<file path="src/rtl/series_controller.sv">
`default_nettype none
// +----------------------------------------------------------------------------+
// | series_controller                                                          |
// | Sequencer for a term-by-term series datapath: init, multiply, accumulate.  |
// | Rev 1.0                                                                    |
// +----------------------------------------------------------------------------+
module series_controller #(
  parameter int N_TERMS    = 8,
  parameter int CW         = 4,
  parameter bit EARLY_EXIT = 1'b1
) (
  input  logic          clk,
  input  logic          rst,
  input  logic          start,
  input  logic          less,
  input  logic          alt_mode,
  input  logic          abort,
  output logic          done,
  output logic          busy,
  output logic          load_x,
  output logic          t_init,
  output logic          load_t,
  output logic          r_init,
  output logic          load_r,
  output logic          zero_c,
  output logic          en_c,
  output logic          mux_sel,
  output logic          add_sel,
  output logic [CW-1:0] term_idx
);

  typedef enum logic [2:0] {
    IDLE = 3'd0,
    ARM  = 3'd1,
    INIT = 3'd2,
    MUL  = 3'd3,
    ACC  = 3'd4,
    CHK  = 3'd5,
    DONE = 3'd6
  } state_t;

  localparam logic [CW-1:0] c_n_terms = CW'(N_TERMS);
  localparam logic [CW-1:0] c_one     = CW'(1);

  state_t        r_state;
  state_t        w_next;
  logic [CW-1:0] r_cnt;
  logic          r_alt;

  always_ff @(posedge clk or posedge rst) begin
    if (rst) begin
      r_state <= IDLE;
      r_cnt   <= '0;
      r_alt   <= 1'b0;
    end else begin
      r_state <= w_next;
      // An aborted cycle leaves the counter and latched mode untouched.
      if (!abort) begin
        if (r_state == INIT) begin
          r_cnt <= '0;
          r_alt <= alt_mode;
        end else if (r_state == ACC) begin
          r_cnt <= r_cnt + c_one;
        end
      end
    end
  end

  always_comb begin
    w_next  = r_state;
    done    = 1'b0;
    busy    = 1'b0;
    load_x  = 1'b0;
    t_init  = 1'b0;
    load_t  = 1'b0;
    r_init  = 1'b0;
    load_r  = 1'b0;
    zero_c  = 1'b0;
    en_c    = 1'b0;
    mux_sel = 1'b0;
    add_sel = 1'b0;

    case (r_state)
      IDLE: begin
        if (start) w_next = ARM;
      end
      ARM: begin
        if (!start) w_next = INIT;
      end
      INIT: begin
        busy   = 1'b1;
        load_x = 1'b1;
        t_init = 1'b1;
        r_init = 1'b1;
        zero_c = 1'b1;
        w_next = MUL;
      end
      MUL: begin
        busy    = 1'b1;
        load_t  = 1'b1;
        mux_sel = 1'b1;
        w_next  = ACC;
      end
      ACC: begin
        busy    = 1'b1;
        load_r  = 1'b1;
        en_c    = 1'b1;
        // Odd-numbered terms are subtracted when alternating signs are enabled.
        add_sel = r_alt & r_cnt[0];
        w_next  = CHK;
      end
      CHK: begin
        busy = 1'b1;
        if ((r_cnt == c_n_terms) || (EARLY_EXIT && less)) w_next = DONE;
        else                                              w_next = MUL;
      end
      DONE: begin
        busy   = 1'b1;
        done   = 1'b1;
        w_next = IDLE;
      end
      default: w_next = IDLE;
    endcase

    // Abort cancels an armed or running sequence; it cannot retract a done pulse.
    if (abort && (r_state != IDLE) && (r_state != DONE)) w_next = IDLE;
  end

  assign term_idx = r_cnt;

endmodule
`default_nettype wire

</file>
<file path="config.mk">
export PLATFORM = sky130hd
export DESIGN_NAME = series_controller
export DESIGN_NICKNAME = d
export VERILOG_FILES = /design/src/rtl/series_controller.sv
export SDC_FILE = /design/constraint.sdc
export NUM_CORES = 1
export LEC_CHECK = 0
export CORE_AREA = 4 4 43 45
export DETAILED_ROUTE_END_ITERATION = 8
export DIE_AREA = 0 0 47 49
export HOLD_SLACK_MARGIN = 0.02
export PLACE_DENSITY_LB_ADDON = 0.12
export SLEW_MARGIN = 30
export SYNTH_ARGS = -nofsm -noshare
export SYNTH_HDL_FRONTEND = slang
export SYNTH_SLANG_ARGS = --single-unit
export TNS_END_PERCENT = 100
</file>
<file path="constraint.sdc">
create_clock -name clk -period 1.7 [get_ports clk]
set_input_delay 0.34 -clock clk [delete_from_list [all_inputs] [get_ports clk]]
set_output_delay 0.34 -clock clk [all_outputs]
set_load 0.01 [all_outputs]
</file>
==> results of run 1 <==
==> where the power goes <==
part	switching (mW)	total, mW	internal [mW]	leakage [nW]
clock network	0.0647	0.146	0.0808	0.0138
logic	0.196	0.438	0.242	0.313
registers	0.0687	0.316	0.247	0.0994
total	0.329	0.899	0.570	0.426
==> registers in the layout, summed over array words and instances, names as in the netlist <==
signal,flops
term_idx,4
r_alt,1
r_state,3
==> stage by stage <==
| step | utilization [%] | setup TNS (ps) |
|---|---|---|
| 6_report | 59.3 | 0 |
| 5_1_grt | 59.3 | 0 |
| 4_1_cts | 61.2 | -42.3 |
| 3_5_place_dp | 58.8 | -371 |
| 3_3_place_gp | 58.8 | -210 |
| 2_1_floorplan | - | 0 |
==> logic make-up after synthesis <==
| group | count (synthesis) | share of synthesized area [%] |
|---|---|---|
| AND/OR/NAND/NOR | 25 | 23.8 |
| buffers and inverters | 17 | 15.1 |
| AO/OA/AOI/OAI | 16 | 19.0 |
| flip-flops | 8 | 33.1 |
| multiplexers | 2 | 4.96 |
| adder cells (fa/ha/maj) | 2 | 4.13 |
==> final cells by class <==
cell class | instances | area, sq um | area share (%)
clock buffers | 3 | 22.5 | 2.58
inverters | 9 | 33.8 | 3.87
multi-input cells | 45 | 330 | 37.9
flip-flops and latches | 8 | 201 | 23.1
well taps | 16 | 20.0 | 2.30
repair buffers | 34 | 264 | 30.3
==> per-layer routing <==
metal	up-vias	GRT usage (%)
li1	295	-
met1	271	20.4
met2	15	25.8
met3	4	5.54
met4	0	5.07
met5	-	0
==> what timing repair did <==
| action | CTS | global route |
|---|---|---|
| buffers inserted | 1 | 0 |
| endpoints found under the setup margin | 11 | 9 |
| pin swaps | 1 | 1 |
| gates resized for setup | 23 | 13 |
| hold buffers | 0 | 0 |
| hold endpoints to repair | 0 | 0 |
==> how the worst max path moves through the flow <==
stage	from	end	slack, ps	cells past startpoint
2_1_floorplan	r_state[1]	add_sel	160	3
5_1_grt	r_state[1]	en_c	20	4
3_5_place_dp	r_state[2]	load_x	-90	3
6_report	term_idx[0]	term_idx[0]	90	1
4_1_cts	r_state[2]	load_x	-20	3
3_3_place_gp	r_state[2]	zero_c	-50	3
==> synth_stat cells (2+ instances only) <==
master / instances
inv_1: 9
dfrtp_1: 8
buf_4: 7
nor2_1: 6
nor2b_1: 6
nand2_1: 3
o21ai_0: 3
a31oi_1: 2
ha_1: 2
mux2_4: 2
nand2b_1: 2
nand3_1: 2
o31ai_1: 2
==> cells in the final DEF, fill, tap and decap left out, types with 2 or more instances in the layout <==
cell type,n
nand2_1,3
nand3_1,2
dfrtp_1,7
inv_1,9
a31oi_1,2
ha_1,2
nor2_1,5
o31ai_1,2
clkdlybuf4s15_1,2
nor3_2,2
nor2b_1,5
nand2b_1,2
clkdlybuf4s50_1,9
clkbuf_2,6
mux2_4,2
o21ai_0,3
buf_4,14
buf_2,2
clkbuf_4,3
==> metrics.csv, run 1 <==
stage,metric,value,unit
timing,"Setup violations, final",0,
worst_setup_path,classification of the worst setup path,register to primary output,
worst_setup_path,r2r endpoint,r_state[2],
drt,1st-pass router iterations,4,
yosys,Synth top area share,33.1,%
worst_setup_path,Critical Path RT,1360,ps
drt,Vias,585,
yosys,dominant cell type by area after synthesis,dfrtp_1,
drt,met3 WL,77,um
floorplanning,Initial Util,41.2,%
yosys,dominant synthesized flop cell,dfrtp_1,
power,leakage power,0.426,nW
worst_setup_path,Critical Path Slowest Stage Cell,clkdlybuf4s50_1,
grt,remaining global-route overflow,0,
status,status,finished clean,
floorplanning,die height,49,um
final_layout,layout cells sized above 1,33.3,%
clocking,clk buf depth,2,
clocking,Worst-Skew Late Latency,250,ps
drt,final WL,1600,um
timing,worst setup margin,85.4,ps
worst_setup_path,WP buf/inv,1,
worst_setup_path,"Data arrival, critical path",1270,ps
clocking,CTS root buf,clkbuf_4,
timing,post-layout min period,1610,ps
yosys,"EDFF count, synth",0,
drt,wire length on met2,786,um
timing,relative slew slack,78.3,%
yosys,"FF+latch count, synth",8,
yosys,post-synth cell types,29,
final_layout,final instance area,872,sq um
worst_setup_path,crit-path max cell delay,580,ps
grt,all-layer global routing usage,16.4,%
floorplanning,Rows,14,
timing,"Slew Viols, Final",0,
clocking,CTS tree,done,
timing,Least-Margin Pin Slew,325,ps
grt,initial antenna violation count,0,
clocking,Clock Pin Slew Worst Setup and Hold Paths,60,ps
yosys,Avg Inst Size Synth,8.65,sq um
worst_setup_path,Crit path max-delay family,buffers and inverters,
final_layout,fillcell total,150,
drt,Antenna Nets Post-Route,0,
timing,Hold Slack,334,ps
timing,Fin. Hold Viols,0,
timing,maximum clock rate,619,MHz
place,gpl congestion,0.844,
clocking,H-tree levels,1,
grt,largest net degree at the start of global routing,12,
worst_setup_path,CP Launch Type,register,
drt,Vias per Instance,5.09,
run,max cap viols,0,
drt,drt first-iter violations,7,
final_layout,Layout area overhead,44.0,%
drt,# DRC,0,
grt,number of global-route vias before repair,640,
yosys,yosys warns,0,
drt,wire length per cell,13.9,um
yosys,Synth Instances,70,
yosys,Area contributors post-synth,"dfrtp_1 (33%), buf_4 (8.7%), nor2b_1 (6.2%), inv_1 (5.6%), mux2_4 (5.0%)",
yosys,syn_nets,78,
worst_setup_path,Worst R2R Start,term_idx[0],
place,DP Cell Count,111,
drt,WL met1,703,um
power,Tot Pwr,899,uW
worst_setup_path,reg2reg setup slack,270,ps
final_layout,final net count,109,
place,I/O Buffers,20,
drt,DR top layer,met4,
worst_setup_path,worst-case reg-to-reg path depth,5,
yosys,ys async rst share,100,%
place,post-DP HPWL,1260,um
final_layout,n_diodes,0,
floorplanning,Placeable Area,0.00147,sq mm
floorplanning,I/O pins,21,
place,placed inst area,866,sq um
timing,clock skew,4.13,ps
worst_setup_path,critical path peak fanout,6,
floorplanning,die area,0.00230,sq mm
worst_setup_path,critical path cell sequence,clkdlybuf4s50_1,
timing,fin crit share,95.0,%
floorplanning,Die Width,47,um
yosys,sequential share of the synthesized area,33.1,%
power,pwr/cell area,1030,mW/mm^2
grt,first-pass GRT wire length,2780,um
place,dpl ws,-92.5,ps
yosys,Mapped Area,606,sq um
timing,RSZ-0062 raised after global routing,no,
worst_setup_path,Critical Path Sink Type,primary output,
clocking,CTS buffer count,3,
final_layout,"Cell Count, Final, Fillers Out",115,
hold_path,hold crit path type,input port to asynchronous set/reset pin,
clocking,Clock Sinks,8,
power,Max VDD drop,708,uV
Power figures use the tool's default switching activity.
==> run 2, diff against run 1 <==
--- a/config.mk
+++ b/config.mk
@@ -10,6 +10,7 @@
 export DIE_AREA = 0 0 47 49
 export HOLD_SLACK_MARGIN = 0.02
 export PLACE_DENSITY_LB_ADDON = 0.12
+export SKIP_CTS_REPAIR_TIMING = 1
 export SLEW_MARGIN = 30
 export SYNTH_ARGS = -nofsm -noshare
 export SYNTH_HDL_FRONTEND = slang
==> run 2 against run 1 <==
  * Final cell count unchanged
  * Die area unchanged
  * Clock-buffer cell count unchanged
  * Sequential power about the same
  * Flip-flop and latch count unchanged
  * Final area up 7.3%
  * Register-to-register slack better by 20 ps
  * Clock power about the same
  * First-iteration DRC count up 71%
  * Hold slack worse by 4.1 ps
  * Global-route usage down 0.14 points
  * Critical endpoint is now mux_sel
==> metrics.csv, run 2 (synthesis gave the netlist of run 1 again) <==
stage,metric,value,unit
status,status,finished clean,
final_layout,layout cells sized above 1,23.2,%
clocking,CTS root buf,clkbuf_4,
place,post-DP HPWL,1260,um
worst_setup_path,Critical Path Sink Type,primary output,
clocking,Clock Sinks,8,
drt,# DRC,0,
timing,post-layout min period,1610,ps
place,DP Cell Count,111,
grt,number of global-route vias before repair,633,
final_layout,Layout area overhead,54.5,%
floorplanning,Initial Util,41.2,%
drt,Vias per Instance,5.14,
worst_setup_path,Critical Path RT,1360,ps
final_layout,Largest register FFs,4,
clocking,H-tree levels,1,
timing,"Slew Viols, Final",0,
timing,Fin. Hold Viols,0,
final_layout,Multi-input gate area,325,sq um
worst_setup_path,CP Launch Type,register,
power,leakage power,0.603,nW
drt,wire length per cell,14.1,um
final_layout,register area,201,sq um
final_layout,fillcell total,134,
timing,"Setup violations, final",0,
place,gpl congestion,0.844,
grt,all-layer global routing usage,16.2,%
timing,fin crit share,94.8,%
timing,Hold Slack,330,ps
timing,worst setup margin,87.7,ps
worst_setup_path,critical path peak fanout,8,
drt,final WL,1630,um
floorplanning,Rows,14,
floorplanning,I/O pins,21,
floorplanning,die height,49,um
worst_setup_path,classification of the worst setup path,register to primary output,
grt,first-pass GRT wire length,2760,um
timing,total negative setup slack,0,ps
worst_setup_path,worst-case reg-to-reg path depth,5,
drt,Vias,591,
place,I/O Buffers,20,
drt,Antenna Nets Post-Route,0,
floorplanning,Die Width,47,um
run,max cap viols,0,
power,pwr/cell area,974,mW/mm^2
grt,initial antenna violation count,0,
clocking,clk buf depth,2,
timing,relative slew slack,78.7,%
timing,clock skew,3.29,ps
hold_path,hold crit path type,input port to asynchronous set/reset pin,
worst_setup_path,"Data arrival, critical path",1270,ps
grt,largest net degree at the start of global routing,12,
final_layout,n_diodes,0,
place,dpl ws,-92.5,ps
clocking,CTS tree,done,
final_layout,final net count,109,
final_layout,"Cell Count, Final, Fillers Out",115,
floorplanning,Placeable Area,0.00147,sq mm
timing,Least-Margin Pin Slew,318,ps
timing,maximum clock rate,620,MHz
drt,drt first-iter violations,12,
drt,1st-pass router iterations,4,
final_layout,"commonest cells after routing, fill and taps aside","buf_4 (14), dlymetal6s2s_1 (11), inv_1 (9), clkdlybuf4s50_1 (9), dfrtp_1 (7)",
clocking,CTS buffer count,3,
power,Max VDD drop,702,uV
final_layout,"leading cell type in the layout, fill and taps excluded",buf_4,
floorplanning,die area,0.00230,sq mm
grt,remaining global-route overflow,0,
clocking,Clock Pin Slew Worst Setup and Hold Paths,60,ps
clocking,Worst-Skew Late Latency,250,ps
run 2: final cells by class:
| cell class | instances | share of cell area [%] |
|---|---|---|
| clock buffer | 3 | 2.41 |
| timing repair buffer | 34 | 35.6 |
| sequential | 8 | 21.5 |
| multi-input combinational | 45 | 34.8 |
| inverter | 9 | 3.61 |
| tap | 16 | 2.14 |
run 2: worst paths after layout:
check	startpoint	to	slack [ps]
min	rst	term_idx[3]	330
max	r_state[2]	mux_sel	90
max in group asynchronous	rst	r_state[0]	1110
max reg2reg	term_idx[0]	r_state[2]	290
min reg2reg	r_alt	r_alt	500
min in group clk	r_alt	r_alt	500
run 2: critical path: stages, from the launching register on:
cell            delay (ps)
dfrtp_1                370
buf_4                  170
nor2b_1                160
nand2_1                 90
inv_1                   70
dlymetal6s2s_1         150
run 2: through the flow:
step | power (mW) | instance area (sq um) | utilization (%)
after floorplan | 0.546 | 606 | -
after global placement | 0.750 | 866 | 58.8
after detailed placement | 0.763 | 866 | 58.8
after CTS | 0.917 | 888 | 60.4
after global routing | 0.985 | 936 | 63.6
final | 0.912 | 936 | 63.6
run 2: layer usage:
layer  vias up  wire length [um]  GRT usage [%]
met5         -                 0              0
met4         0                13           5.07
met3         2                89           5.54
met2        15               836           25.1
met1       278               686           20.7
li1        296                 -              -
run 2: power breakdown:
| group | total, mW | switching, mW | internal (mW) |
|---|---|---|---|
| Combinational | 0.452 | 0.195 | 0.257 |
| Clock | 0.147 | 0.0658 | 0.0809 |
| Sequential | 0.313 | 0.0657 | 0.247 |
==> RTL edit: new RTL, flow settings as in run 2 <==
The parameter `CW` goes from 4 to 3.
--- a/src/rtl/series_controller.sv
+++ b/src/rtl/series_controller.sv
@@ -7,5 +7,5 @@
 module series_controller #(
   parameter int N_TERMS    = 8,
-  parameter int CW         = 4,
+  parameter int CW         = 3,
   parameter bit EARLY_EXIT = 1'b1
 ) (
Ports: changed (resized term_idx); port bits go from 21 to 20. No check against the original RTL was run, so the function may have changed too.
==> RTL edit against run 2 <==
  * Sequential cell count decreased by 1
  * Total power is 19% lower
  * Setup slack worse by 56 ps
  * Non-clock buffer count fell by 6
  * Sequential share of layout area grew 0.39 points
  * Area after synthesis is 17% lower
  * Cell area shrank 15%
  * Die area stayed put
  * Wire length down 27%
  * Critical path type unchanged
  * Largest cell class unchanged
  * Largest power group unchanged
==> RTL edit: results <==
export IMPL_outcome="completed"
export IMPL_crit_path_max_incr_delay_ps=420
export IMPL_drtIter0Drc=13
export IMPL_synth_seq_area_share_pct=34.7
export IMPL_synth_compound_area_share_pct=16.8
export IMPL_power_leakage_nw=0.561
export IMPL_ir_drop_uv=490
export IMPL_slew_headroom_pct=82.4
export IMPL_cp_max_fo=4
export IMPL_drive_gt1_share_pct=23.5
export IMPL_avgSynthCellArea_um2=8.29
export IMPL_numPlacedInstances=97
export IMPL_grt_pass1_wl_mm=1.90
export IMPL_synthTopCellsByArea="dfrtp_1 (35%), buf_4 (10%), nand2_1 (5.9%), ha_1 (5.0%), mux2_2 (4.5%)"
export IMPL_reg2reg_slack_ps=390
export IMPL_synthAdderAreaFrac_pct=4.95
export IMPL_ys_top_cells_by_count="nand2_1 (8), buf_4 (7), dfrtp_1 (7)"
export IMPL_synth_xor_area_share_pct=0
export IMPL_skew_ps=1.29
export IMPL_io_buffers=19
export IMPL_dp_hpwl_um=949
export IMPL_grt_pass1_vias=423
export IMPL_track_usage_pct=11.7
export IMPL_wl_per_cell_um=11.7
export IMPL_syn_nets=69
==> RTL edit: cell types whose count changed in the layout (fill, tap and decap cells not counted), moves of 3 or more <==
cell / before / now
buf_4: 14 / 9
inv_1: 9 / 5
nand2_1: 3 / 8
nor2_1: 6 / 3
nor2b_1: 6 / 1
==> RTL edit: worst max-delay path, delay by kind of cell (launching register included) <==
family / cells / cell delay [ps]
compound gates: 1 / 140
buf+inv: 2 / 290
flops: 1 / 420
simple gates: 1 / 220
==> RTL edit: through the flow <==
stage	setup slack [ps]	total power, mW	hold WS [ps]	area (um^2)
after floorplan	221	0.444	143	505
after global placement	-70.7	0.584	485	726
after detailed placement	-141	0.591	493	726
after CTS	-426	0.748	314	752
after global routing	-24.1	0.801	339	800
final	32.2	0.742	308	800
==> RTL edit: path summary, 6_finish.rpt <==
kind | startpoint | endpoint | cells after the start
max | r_state[2] | busy | 4
min | rst | r_alt | 2
max reg2reg | r_state[0] | term_idx[0] | 5
min reg2reg | r_alt | r_alt | 1
max in group asynchronous | rst | term_idx[0] | 2
min in group clk | r_alt | r_alt | 1
==> RTL edit: per-layer routing <==
layer / vias up / GRT usage [%] / routed length [um]
met3: 4 / 3.32 / 84
met2: 18 / 14.9 / 499
met5: - / 0 / 0
met4: 0 / 8.29 / 28
li1: 243 / - / -
met1: 227 / 16.2 / 571
==> RTL edit: layout make-up <==
type                            instances  area, um^2
Clock buffer                            4        26.3
Fill cell                             141         672
Inverter                                5        18.8
Multi-Input combinational cell         41         274
Sequential cell                         7         175
Tap cell                               16        20.0
Timing Repair Buffer                   28         285
==> RTL edit: report_power, final <==
group	switching, mW	internal, mW
sequential	0.0492	0.211
combinational	0.139	0.191
clock	0.0629	0.0897
